**src/rtl/bcrypt_hash_parser_pkg.sv**
```systemverilog
// Shared types and slot geometry for the bcrypt modular-crypt string parser.
package bcrypt_hash_parser_pkg;

  typedef enum logic [2:0] {
    S_PFX,
    S_COST,
    S_SEP,
    S_SALT,
    S_CTXT,
    S_DONE,
    S_ERR
  } parse_state_e;

  localparam int PFX_LEN    = 4;
  localparam int COST_LEN   = 2;
  localparam int SALT_CHARS = 22;
  localparam int CTXT_CHARS = 31;
  localparam int STR_LEN    = 60;
  localparam int HASH_W     = 326;

  // Byte indices that close each slot of the string
  localparam logic [5:0] IDX_PFX_LAST   = 6'(PFX_LEN - 1);
  localparam logic [5:0] IDX_COST_FIRST = 6'(PFX_LEN);
  localparam logic [5:0] IDX_COST_LAST  = 6'(PFX_LEN + COST_LEN - 1);
  localparam logic [5:0] IDX_SALT_LAST  = 6'(PFX_LEN + COST_LEN + SALT_CHARS);
  localparam logic [5:0] IDX_LAST       = 6'(STR_LEN - 1);

endpackage

```
**src/rtl/bcrypt_hash_parser_if.sv**
```systemverilog
// Byte-stream input and parsed-result bundle between the UART side and the parser.
interface bcrypt_hash_parser_if;
  import bcrypt_hash_parser_pkg::*;

  logic              in_valid;
  logic [7:0]        in_data;
  logic              in_ready;
  logic [HASH_W-1:0] hash_o;
  logic              done;
  logic              err;
  logic [5:0]        err_pos;

  modport master (
    output in_valid, in_data,
    input  in_ready, hash_o, done, err, err_pos
  );

  modport slave (
    input  in_valid, in_data,
    output in_ready, hash_o, done, err, err_pos
  );
endinterface

```
**src/rtl/bcrypt_hash_parser_b64_dec.sv**
```systemverilog
// Combinational bcrypt-alphabet decoder: './0-9A-Za-z' -> 0..63, ok=0 for anything else.
module bcrypt_b64_dec (
  input  logic [7:0] ch,
  output logic       ok,
  output logic [5:0] val
);

  // Each alphabet run is contiguous in ASCII, so a 6-bit offset subtraction maps it directly
  always_comb begin
    ok  = 1'b0;
    val = '0;
    if (ch >= 8'h2E && ch <= 8'h39) begin
      ok  = 1'b1;
      val = ch[5:0] - 6'h2E;
    end else if (ch >= 8'h41 && ch <= 8'h5A) begin
      ok  = 1'b1;
      val = ch[5:0] - 6'h35;
    end else if (ch >= 8'h61 && ch <= 8'h7A) begin
      ok  = 1'b1;
      val = ch[5:0] - 6'h3B;
    end
  end

endmodule

```
**src/rtl/bcrypt_hash_parser.sv**
```systemverilog
// Byte-serial decoder of "$2a$NN$<salt22><ctext31>" into {cost, salt, ctext, 8'h00}.
module bcrypt_hash_parser
  import bcrypt_hash_parser_pkg::*;
#(
  parameter int MIN_COST = 4,
  parameter int MAX_COST = 31
) (
  input logic                 clk,
  input logic                 int_rst_l,
  input logic                 clr,
  bcrypt_hash_parser_if.slave bus
);

  parse_state_e      state;
  logic [5:0]        idx;
  logic [6:0]        cost_acc;
  logic [131:0]      salt_sr;
  logic [185:0]      ctxt_sr;
  logic              fin_pend;
  logic              fin_bad;
  logic [HASH_W-1:0] hash_r;
  logic              done_r;
  logic              err_r;
  logic [5:0]        err_pos_r;
  logic              ready_r;

  logic              b64_ok;
  logic [5:0]        b64_val;
  logic              is_digit;
  logic [3:0]        digit;
  logic              accept;
  logic              byte_bad;

  bcrypt_b64_dec u_b64_dec (
    .ch  (bus.in_data),
    .ok  (b64_ok),
    .val (b64_val)
  );

  assign is_digit = (bus.in_data >= 8'h30) && (bus.in_data <= 8'h39);
  assign digit    = bus.in_data[3:0];
  assign accept   = bus.in_valid && ready_r;

  // Decide whether the byte on the bus is illegal for the slot it would fill; the cost
  // accumulator is 7 bits wide so costs up to 99 are range-checked rather than wrapped.
  // A bad final ctext byte is reported one cycle later together with the pad check.
  always_comb begin
    byte_bad = 1'b0;
    case (state)
      S_PFX: begin
        case (idx)
          6'd0, 6'd3: byte_bad = (bus.in_data != 8'h24);
          6'd1:       byte_bad = (bus.in_data != 8'h32);
          default:    byte_bad = !((bus.in_data == 8'h61) || (bus.in_data == 8'h62));
        endcase
      end
      S_COST: byte_bad = !is_digit;
      S_SEP:  byte_bad = (bus.in_data != 8'h24) || (cost_acc < 7'(MIN_COST))
                         || (cost_acc > 7'(MAX_COST));
      S_SALT: byte_bad = !b64_ok || ((idx == IDX_SALT_LAST) && (b64_val[3:0] != 4'd0));
      S_CTXT: byte_bad = !b64_ok && (idx != IDX_LAST);
      default: byte_bad = 1'b0;
    endcase
  end

  // Parser FSM: slot sequencing, field accumulation, error capture and result packing
  always_ff @(posedge clk or negedge int_rst_l) begin
    if (!int_rst_l) begin
      state     <= S_PFX;
      idx       <= '0;
      cost_acc  <= '0;
      salt_sr   <= '0;
      ctxt_sr   <= '0;
      fin_pend  <= 1'b0;
      fin_bad   <= 1'b0;
      hash_r    <= '0;
      done_r    <= 1'b0;
      err_r     <= 1'b0;
      err_pos_r <= '0;
      ready_r   <= 1'b1;
    end else if (clr) begin
      state     <= S_PFX;
      idx       <= '0;
      cost_acc  <= '0;
      salt_sr   <= '0;
      ctxt_sr   <= '0;
      fin_pend  <= 1'b0;
      fin_bad   <= 1'b0;
      hash_r    <= '0;
      done_r    <= 1'b0;
      err_r     <= 1'b0;
      err_pos_r <= '0;
      ready_r   <= 1'b1;
    end else if (fin_pend) begin
      fin_pend <= 1'b0;
      if (fin_bad || (ctxt_sr[1:0] != 2'd0) || (salt_sr[3:0] != 4'd0)) begin
        state     <= S_ERR;
        err_r     <= 1'b1;
        err_pos_r <= IDX_LAST;
      end else begin
        state  <= S_DONE;
        done_r <= 1'b1;
        hash_r <= {cost_acc[5:0], salt_sr[131:4], ctxt_sr[185:2], 8'h00};
      end
    end else if (accept) begin
      idx <= idx + 6'd1;
      if (byte_bad) begin
        state     <= S_ERR;
        err_r     <= 1'b1;
        err_pos_r <= idx;
        ready_r   <= 1'b0;
      end else begin
        case (state)
          S_PFX: begin
            if (idx == IDX_PFX_LAST) state <= S_COST;
          end
          S_COST: begin
            if (idx == IDX_COST_FIRST) cost_acc <= {3'b000, digit};
            else                       cost_acc <= cost_acc * 7'd10 + {3'b000, digit};
            if (idx == IDX_COST_LAST) state <= S_SEP;
          end
          S_SEP: state <= S_SALT;
          S_SALT: begin
            salt_sr <= {salt_sr[125:0], b64_val};
            if (idx == IDX_SALT_LAST) state <= S_CTXT;
          end
          S_CTXT: begin
            ctxt_sr <= {ctxt_sr[179:0], b64_val};
            if (idx == IDX_LAST) begin
              fin_pend <= 1'b1;
              fin_bad  <= !b64_ok;
              ready_r  <= 1'b0;
            end
          end
          default: ;
        endcase
      end
    end
  end

  assign bus.in_ready = ready_r;
  assign bus.hash_o   = hash_r;
  assign bus.done     = done_r;
  assign bus.err      = err_r;
  assign bus.err_pos  = err_pos_r;

endmodule

```
**src/flat_wrapper.sv**
```systemverilog
// flat-port wrapper written by rule: the top's interface ports become plain ports
module bcrypt_hash_parser_flat import bcrypt_hash_parser_pkg::*;
#(
  parameter int MIN_COST = 4,
  parameter int MAX_COST = 31
)
  (clk, int_rst_l, clr, bus_in_valid, bus_in_data, bus_in_ready, bus_hash_o, bus_done, bus_err, bus_err_pos);
  bcrypt_hash_parser_if bus_i ();
  input logic clk;
  input logic int_rst_l;
  input logic clr;
  input wire logic [$bits(bus_i.in_valid)-1:0] bus_in_valid;
  input wire logic [$bits(bus_i.in_data)-1:0] bus_in_data;
  output wire logic [$bits(bus_i.in_ready)-1:0] bus_in_ready;
  output wire logic [$bits(bus_i.hash_o)-1:0] bus_hash_o;
  output wire logic [$bits(bus_i.done)-1:0] bus_done;
  output wire logic [$bits(bus_i.err)-1:0] bus_err;
  output wire logic [$bits(bus_i.err_pos)-1:0] bus_err_pos;
  assign bus_i.in_valid = bus_in_valid;
  assign bus_i.in_data = bus_in_data;
  assign bus_in_ready = bus_i.in_ready;
  assign bus_hash_o = bus_i.hash_o;
  assign bus_done = bus_i.done;
  assign bus_err = bus_i.err;
  assign bus_err_pos = bus_i.err_pos;
  bcrypt_hash_parser #(.MIN_COST(MIN_COST), .MAX_COST(MAX_COST)) u_core (.clk(clk), .int_rst_l(int_rst_l), .clr(clr), .bus(bus_i));
endmodule
```
**config.mk**
```make
export PLATFORM = sky130hd
export DESIGN_NAME = bcrypt_hash_parser_flat
export DESIGN_NICKNAME = d
export VERILOG_FILES = /design/src/rtl/bcrypt_hash_parser_pkg.sv /design/src/rtl/bcrypt_hash_parser_if.sv /design/src/rtl/bcrypt_hash_parser_b64_dec.sv /design/src/rtl/bcrypt_hash_parser.sv /design/src/flat_wrapper.sv
export SDC_FILE = /design/constraint.sdc
export NUM_CORES = 1
export LEC_CHECK = 0
export BUFFER_PORTS_ARGS = -buffer_cell sky130_fd_sc_hd__buf_2
export CORE_MARGIN = 2
export CORE_UTILIZATION = 45
export DETAILED_ROUTE_END_ITERATION = 8
export PLACE_DENSITY = 0.75
export SETUP_SLACK_MARGIN = 0.1
export SYNTH_ARGS = -nofsm -noshare
export SYNTH_HDL_FRONTEND = slang
export SYNTH_SLANG_ARGS = --single-unit
```
**constraint.sdc**
```tcl
create_clock -name clk -period 3.8 [get_ports clk]
set_input_delay 0 -clock clk [delete_from_list [all_inputs] [get_ports clk]]
set_output_delay 0 -clock clk [all_outputs]
set_load 0.1 [all_outputs]
```
==> impl_metrics.toml, run 1 <==
[run]
drv_cap = 0

[clocking]
clock-sinks = 663
ctsResizeCount = 0
postCtsSetupBuffers = 0
cts_tree = "yes"
numCtsBuffers = 72
clk_latency_ps = 600
cts_buffer_depth = 3
cts.clk_slew.worst_paths_ps = 60
cts-root-buf = "clkbuf_16"
cts.htree.levels = 3
hold_buffers = 8

[yosys]
synthDominantCellAreaShare_pct = 60.7
netlist_instances = 3047
synth_most_common_cell = "nand2_1"
ys_types = 66
synthFlopType = "dfrtp_1"
synth.avg_cell_area_um2 = 8.96
muxShareOfSynthArea_pct = 0.642
yosys-top-cells-count = "nand2_1, dfrtp_1, a21oi_1"
yosys.area.top_type = "dfrtp_1"
synth_edf_count = 0
synthSimpleGateAreaFrac_pct = 19.6
synth_fa_ha_area_share_pct = 0.971
synth_compound_area_share_pct = 13.8
synthXorXnorAreaFrac_pct = 0.481
synth-async-reset-ratio_pct = 100
synthesis.area_um2 = 27300
synth_area_leaders = "dfrtp_1, nand2_1, a21oi_1"
synth-seq-cells = 663
ys_seq_area_share_pct = 60.8
synth_top_family_by_area = "simple AND/OR/NAND/NOR gates"
ys_warn_count = 0

[die]
die_x_um = 250
ios = 347
core_area_um2 = 60100
floorplan.rows = 90
initial_core_util_pct = 45.4
die_area_um2 = 62700
die_h_um = 250

[routing]
routed_wirelength_um = 70300
firstDrtPassIters = 5
drtAntennaViolNets = 0
viasPerCell = 5.31
dr_total_vias = 21900
drt-initial-drc-count = 1978
highest_layer = "met4"
route.met2.wl_um = 33400
drcViolationCount = 0
wl_per_cell_um = 17.1
wl_met3_um = 4680
wl_met1_um = 30800

[pwr]
switching_share_pct = 25.2
p_per_area_nw_per_um2 = 490
power_switching_mw = 3.98
worst_ir_drop_vdd_v = 0.000332
pwr-share-seq_pct = 45.6
p_int_mw = 11.8
pwr-share-comb_pct = 8.3
power.total_mw = 15.8
p_leak_nw = 14.5
p_clk_share_pct = 46.2

[layout]
nNetsFinal = 3310
utilization_pct = 53.6
layout-drive-gt1-share_pct = 15.7
area_growth_pct = 18.0
antennaDiodeCount = 0

[worst_setup_path]
cp_max_fo = 42
start_kind = "flop"
critPathKind = "reg2reg"
cp_data_required_time_ps = 4250
worst-endpoint-arrival_ps = 3690
end_kind = "flop"

[sta]
post-route-period-util_pct = 85.3
max_slew_margin_pct = 13.4
fmax_mhz = 309
setup_tns_ps = 0
final-setup-viol-count = 0
slew_viol_final = 0
tightestPinTransition_ps = 1300
hold_violations = 0
fin_worst_skew_ps = 19.2
rsz0062_at_grt = "no"
min_period_ps = 3240

[global_route]
grt_pass1_vias = 21100
grt_max_degree = 191
grt_pass1_wl_um = 114000
antenna_found_initial = 0
overflow = 0
globalRouteTotalUtil_pct = 22.4

[place]
gp_congestion = 0.851
hpwl_um = 42400
io_buffers = 338

[run_status]
status = "finished, final reports clean"

[worst_hold_path]
hp-class = "in2reg"
path summary, 6_finish.rpt:
check	endpoint	depth (start not counted)	start	slack [ps]
setup / recovery	u_core.salt_sr[111]	10	u_core.idx[0]	560
hold / removal	u_core.cost_acc[2]	4	bus_in_data[2]	110
setup reg to reg	u_core.salt_sr[111]	10	u_core.idx[0]	560
hold reg to reg	u_core.bus.done	2	u_core.bus.done	510
max in group asynchronous	u_core.bus.hash_o[129]	3	int_rst_l	3060
min in group asynchronous	u_core.bus.hash_o[9]	3	int_rst_l	130
registers in the layout, summed over array words and instances, names as in the netlist:
name / flops
u_core.bus.err: 1
u_core.fin_pend: 1
u_core.fin_bad: 1
u_core.ctxt_sr: 186
u_core.cost_acc: 7
u_core.bus.err_pos: 6
u_core.bus.in_ready: 1
u_core.bus.done: 1
u_core.state: 3
u_core.salt_sr: 132
u_core.bus.hash_o: 318
u_core.idx: 6
layout by cell type (no fill, tap or decap), types with 10 or more instances in the layout:
cell | synthesis | routed
nor2_1 | 53 | 53
xnor2_1 | 11 | 11
mux2i_1 | 13 | 13
clkbuf_1 | 184 | 10
o21ai_0 | 10 | 10
buf_4 | 12 | 15
clkbuf_8 | 0 | 16
buf_12 | 0 | 21
a211oi_1 | 13 | 13
ha_1 | 18 | 18
inv_1 | 12 | 12
buf_2 | 34 | 336
clkbuf_16 | 0 | 74
a21oi_1 | 645 | 644
clkinv_2 | 0 | 11
nand2_1 | 1270 | 1269
dfrtp_1 | 662 | 662
power by group through the flow:
stage	logic, mW	clock network (mW)	registers, mW
after global routing	1.43	7.75	7.19
after global placement	1.29	0	7.31
after floorplan	0.790	0	7.36
after CTS	1.31	7.44	7.19
after detailed placement	1.30	0	7.32
final	1.30	7.28	7.19
area by class of cell:
| type | count | area, um2 |
|---|---|---|
| Clock inverter | 31 | 379 |
| Sequential cell | 663 | 16600 |
| Inverter | 12 | 45.0 |
| Fill cell | 5453 | 27900 |
| Clock buffer | 100 | 2110 |
| Multi-Input combinational cell | 2147 | 9770 |
| Tap cell | 782 | 978 |
| Timing Repair Buffer | 382 | 2340 |
worst max-delay path, stage by stage, from the launching register on:
cell and delay (ps):
dfrtp_1 450, ha_1 310, nand2b_1 110, or3_1 380, a21bo_2 270, a31oi_2 290, a21oi_2 130, or3_4 590
buf_4 330, nand2_1 120, a21oi_1 70
logic make-up (layout without fill, tap and decap cells):
| kind of cell | Yosys count | count (layout) |
|---|---|---|
| and+or+nand+nor | 1378 | 1378 |
| xor gates and xnor gates | 15 | 15 |
| muxes | 17 | 17 |
| other | 1 | 8 |
| DFF | 663 | 663 |
| buffers and inverters | 244 | 525 |
| adders and majority gates | 20 | 20 |
| AOI/OAI and AO/OA | 709 | 709 |
per-stage QoR:
step                cells  cell area [um2]  setup slack, ps  hold slack, ps
floorplan            3054            27300             1140            -296
global placement     3978            29600              678            22.4
detailed placement   3978            29600              592            21.0
CTS                  4117            32200              572            68.3
global route         4117            32200              392             168
finish               4117            32200              559             108
routing by layer:
metal,vias to the layer above,GRT usage (%)
li1,10400,-
met2,583,35.0
met4,0,6.66
met1,10800,31.7
met3,100,4.75
met5,-,0
No activity file was read; power rests on OpenSTA's default activity.
==> run 2, diff against run 1 <==
Settings changed: CAP_MARGIN set to 5, MAX_ROUTING_LAYER set to met4.
==> run 2 against run 1 <==
Net effect: hold slack better by 0.51 ps; maximum frequency is 0.19% lower; highest routed layer unchanged; wire length about the same; first-iteration DRC count is 3.0% lower; global-route usage rose by 0.68 points; largest cell class unchanged; cell area did not move; via count fell by 0.40%.
==> impl_metrics.toml, run 2 (synthesis gave the netlist of run 1 again) <==
[worst_setup_path]
end_kind = "flop"
cp.depth = 10
crit_path_start = "u_core.idx[0]"
worst-endpoint-arrival_ps = 3700
r2r-end = "u_core.salt_sr[113]"
slowest_delay_ps = 600
crit_buf_inv = 1
cp_max_fo = 42
cp-endpoint = "u_core.salt_sr[113]"
start_kind = "flop"
critPathKind = "reg2reg"
cp_slowest_cell = "or3_4"
r2r_cells = 10
cpLargestDelayFamily = "simple AND/OR/NAND/NOR gates"
cp_data_required_time_ps = 4260
reg2reg_from = "u_core.idx[0]"
r2r_setup_slack_ps = 550
crit_chain = "ha_1, nand2b_1, or3_1, a21bo_2, o221ai_2, a21oi_2, or3_4, buf_4, nand2_1, a21oi_1"

[place]
placed_area_um2 = 29600
gp_congestion = 0.865
io_buffers = 338
hpwl_um = 42400

[routing]
dr_total_vias = 21800
drcViolationCount = 0
wl_per_cell_um = 17.1
drtAntennaViolNets = 0
viasPerCell = 5.29
drt-initial-drc-count = 1918
routed_wirelength_um = 70400
firstDrtPassIters = 7

[layout]
utilization_pct = 53.6
nNetsFinal = 3310
mostFrequentLayoutCells = "nand2_1, dfrtp_1, a21oi_1"
area_growth_pct = 18.0
final_common_cell = "nand2_1"
fin_area_um2 = 32200
antennaDiodeCount = 0
layout-drive-gt1-share_pct = 15.7
largest_reg_flops = 318

[clocking]
clock-sinks = 663
cts.htree.levels = 3
cts_buffer_depth = 3
postCtsSetupBuffers = 0
clk_latency_ps = 600
cts-root-buf = "clkbuf_16"
numCtsBuffers = 72
cts.clk_slew.worst_paths_ps = 60
cts_tree = "yes"

[sta]
tightestPinTransition_ps = 1270
min_period_ps = 3250
hold_violations = 0
final-setup-viol-count = 0
fmax_mhz = 308
setup_tns_ps = 0
post-route-period-util_pct = 85.5
slew_viol_final = 0
hold_ws_ps = 108
max_slew_margin_pct = 15.5
fin_worst_skew_ps = 19.0
rsz0062_at_grt = "no"

[pwr]
p_leak_nw = 14.5
power.total_mw = 15.8
worst_ir_drop_vdd_v = 0.000332
p_per_area_nw_per_um2 = 490

[die]
core_area_um2 = 60100
die_area_um2 = 62700
ios = 347
die_x_um = 250
die_h_um = 250
floorplan.rows = 90
initial_core_util_pct = 45.4

[global_route]
grt_pass1_vias = 21100
overflow = 0
antenna_found_initial = 0
grt_pass1_wl_um = 114000
globalRouteTotalUtil_pct = 23.1
grt_max_degree = 191

[worst_hold_path]
hp-class = "in2reg"

[run_status]
status = "finished, final reports clean"

[run]
drv_cap = 0
run 2: metal layers:
metal	share of wire (%)	track usage, %
met1	44	31.7
met2	47	35.1
met3	6.3	4.70
met4	2.1	6.54
met5	0	-
run 2: worst min path at each step:
stage,startpoint,end,slack (ps),cells after the start
6_report,bus_in_data[2],u_core.cost_acc[2],110,4
3_5_place_dp,int_rst_l,u_core.bus.hash_o[322],20,1
2_1_floorplan,int_rst_l,u_core.bus.done,-300,0
3_3_place_gp,int_rst_l,u_core.bus.hash_o[323],20,1
5_1_grt,int_rst_l,u_core.cost_acc[1],170,3
4_1_cts,bus_in_data[4],u_core.salt_sr[4],70,6
run 2: where the power goes:
group | internal (mW) | switching, mW | leakage [nW]
Clock | 4.38 | 2.90 | 1.22
Combinational | 0.310 | 0.995 | 4.05
Sequential | 7.11 | 0.0830 | 9.26
Total | 11.8 | 3.98 | 14.5
run 2: final cells by class:
| cell class | count | area [um2] |
|---|---|---|
| clock inverters | 31 | 379 |
| clock buffers | 100 | 2110 |
| multi-input cells | 2147 | 9770 |
| fillers | 5453 | 27900 |
| flip-flops and latches | 663 | 16600 |
| well taps | 782 | 978 |
| repair buffers | 382 | 2340 |
| inverters | 12 | 45.0 |
run 2: stage by stage:
step                      instances  setup WS [ps]
after floorplan                3054           1140
after global placement         3978            678
after detailed placement       3978            592
after CTS                      4117            572
after global routing           4117            395
final                          4117            553
run 2: repair_timing:
action,in CTS,in global routing
endpoints found under the hold margin,552,0
gates resized for setup,0,0
hold buffers,8,0
run 2: worst reg2reg max path: cells and delay by family, from the launching register on:
family	cells	cell delay [ps]
buffers and inverters	1	360
AND/OR/NAND/NOR	4	1220
AO/OA/AOI/OAI	4	750
adder cells (fa/ha/maj)	1	310
flip-flops	1	450
==> run 3, diff against run 2 <==
Settings changed: ABC_AREA set to 1, PLACE_DENSITY 0.75 to 0.74.
==> run 3 against run 2 <==
Net effect: synthesized cell count is 12% higher; wire length is 1.9% higher; combinational power is 92% higher; largest cell class unchanged; hold slack worse by 77 ps; highest routed layer unchanged; via count is 3.6% higher; die area is 4.2% higher; sequential cell count stayed put.
==> impl_metrics.toml, run 3 <==
[clocking]
clock-sinks = 663
cts.htree.levels = 3
cts-root-buf = "clkbuf_16"
cts.clk_slew.worst_paths_ps = 60
ctsResizeCount = 0
clk_latency_ps = 610
cts_buffer_depth = 3
cts_tree = "yes"
postCtsSetupBuffers = 0
numCtsBuffers = 71

[sta]
rsz0062_at_grt = "no"
post-route-period-util_pct = 77.1
fin_worst_skew_ps = 17.2
fmax_mhz = 341
min_period_ps = 2930
slew_viol_final = 0
final-setup-viol-count = 0
setup_slack_ps = 870
setup_tns_ps = 0
tightestPinTransition_ps = 1320
hold_violations = 0
max_slew_margin_pct = 11.9

[layout]
antennaDiodeCount = 0
mostFrequentLayoutCells = "nand2_1, dfrtp_1, buf_2"
area_growth_pct = 16.5
fillerInstances = 5949
layout-drive-gt1-share_pct = 14.1
nNetsFinal = 3708
multi_input_area_um2 = 9730
seqCellArea_um2 = 16600
largest_reg_flops = 318
final_common_cell = "nand2_1"

[die]
core_area_um2 = 62900
ios = 347
initial_core_util_pct = 45.3
floorplan.rows = 92
die_h_um = 255
die_x_um = 255
die_area_um2 = 65300

[yosys]
synth_most_common_cell = "nand2_1"
ys_warn_count = 0
synth_edf_count = 0
netlist_instances = 3416
synth_area_leaders = "dfrtp_1, nand2_1, nor2_1"
ys_seq_area_share_pct = 58.3
synthesis.area_um2 = 28500
yosys.area.top_type = "dfrtp_1"
synth.avg_cell_area_um2 = 8.33
synth-async-reset-ratio_pct = 100
ys_types = 42
synthDominantCellAreaShare_pct = 58.2
synth-seq-cells = 663
synthFlopType = "dfrtp_1"
yosys-top-cells-count = "nand2_1, dfrtp_1, nor2_1"

[routing]
firstDrtPassIters = 5
dr_total_vias = 22600
routed_wirelength_um = 71700
drcViolationCount = 0
viasPerCell = 4.93
drt-initial-drc-count = 1789
drtAntennaViolNets = 0
wl_per_cell_um = 15.7

[worst_hold_path]
hp-class = "in2async"

[pwr]
worst_ir_drop_vdd_v = 0.000376
p_leak_nw = 17.9
p_per_area_nw_per_um2 = 518

[place]
gp_congestion = 0.847
dpl_worst_slack_ps = 854
hpwl_um = 44900
io_buffers = 338

[worst_setup_path]
end_kind = "flop"
cp_max_fo = 133
crit_top_cell = "nand2_1"
crit_chain = "dlygate4sd3_1, buf_2, inv_1, ha_1, nand2_1, nor2_1, nand2_1, nand2_1, nand2_2, nand3_1, nand3_1, nor2_1, nand3_1, nand2_1, nand2_2, nand3_1, nand2_1, inv_4, buf_12, nand2_1, nand2_1, nand2_1"
worst-endpoint-arrival_ps = 3420
crit_buf_inv = 5
cp_data_required_time_ps = 4280
cpLargestDelayFamily = "simple AND/OR/NAND/NOR gates"
cp_slowest_cell = "dlygate4sd3_1"
critPathKind = "in2reg"
slowest_delay_ps = 530
start_kind = "input port"

[global_route]
grt_pass1_wl_um = 118000
grt_pass1_vias = 22100
globalRouteTotalUtil_pct = 22.7
antenna_found_initial = 0
grt_max_degree = 216
overflow = 0

[run_status]
status = "finished, final reports clean"

[run]
drv_cap = 0
==> run 3: cell families after synthesis <==
group                      Yosys count  share of synthesized area [%]
xor gates and xnor gates            13                          0.400
adders and majority gates           20                          0.932
buffers and inverters              502                           7.72
and+or+nand+nor                   1910                           26.8
AOI/OAI and AO/OA                  307                           5.84
DFF                                663                           58.3
other                                1                         0.0132
==> run 3: worst paths after layout <==
check,start,endpoint,slack [ps],depth (start not counted)
setup / recovery,bus_in_data[1],u_core.cost_acc[5],870,22
hold / removal,int_rst_l,u_core.bus.hash_o[319],30,2
setup reg to reg,u_core.idx[0],u_core.cost_acc[5],900,17
hold reg to reg,u_core.bus.hash_o[43],u_core.bus.hash_o[43],460,2
max in group asynchronous,int_rst_l,u_core.ctxt_sr[64],2610,3
min in group clk,bus_in_data[4],u_core.ctxt_sr[4],90,7
==> run 3: cell type report <==
| type | count | area share [%] |
|---|---|---|
| multi-input cells | 2258 | 29.3 |
| repair buffers | 380 | 6.66 |
| well taps | 846 | 3.19 |
| inverters | 302 | 3.45 |
| clock inverters | 29 | 1.16 |
| flip-flops and latches | 663 | 50.1 |
| clock buffers | 99 | 6.13 |
==> run 3: per-stage QoR <==
| step | total power, mW | util (%) | cells | hold WS, ps | cell area [um2] |
|---|---|---|---|---|---|
| floorplan | 9.52 | - | 3423 | -296 | 28500 |
| global placement | 10.1 | 48.8 | 4442 | 78.2 | 30700 |
| detailed placement | 10.2 | 48.8 | 4442 | 76.7 | 30700 |
| CTS | 17.4 | 52.7 | 4577 | 27.0 | 33100 |
| global route | 17.9 | 52.7 | 4577 | 62.2 | 33100 |
| finish | 17.2 | 52.7 | 4577 | 31.0 | 33100 |
==> run 3: per-layer routing <==
layer	global-route usage [%]	vias up	wire length, um
li1	-	11000	-
met1	30.8	10900	32200
met2	34.5	609	33000
met3	5.28	79	5190
met4	5.65	0	1230
met5	-	-	0
==> run 3: timing repair <==
action / CTS / global route
hold buffers: 7 / 0
endpoints found under the hold margin: 218 / 0
setup endpoints to repair: 0 / 0
==> run 3: worst reg2reg max path, stage by stage (launching register included) <==
cell	delay, ps
dfrtp_1	420
inv_1	90
ha_1	230
o211ai_1	230
a21oi_1	60
nor2_1	90
nand2_1	50
nand2_1	50
nand2_1	60
nor2_1	120
nand2_2	90
nand3_1	70
nand2_1	110
inv_4	100
buf_12	380
nand2_1	460
nand2_1	130
nand2_1	60
==> run 3: power by group <==
| part | total (mW) | switching, mW | internal, mW | leakage (nW) |
|---|---|---|---|---|
| Combinational | 2.52 | 1.99 | 0.529 | 7.52 |
| Clock | 7.15 | 2.91 | 4.25 | 1.19 |
| Sequential | 7.50 | 0.183 | 7.32 | 9.22 |
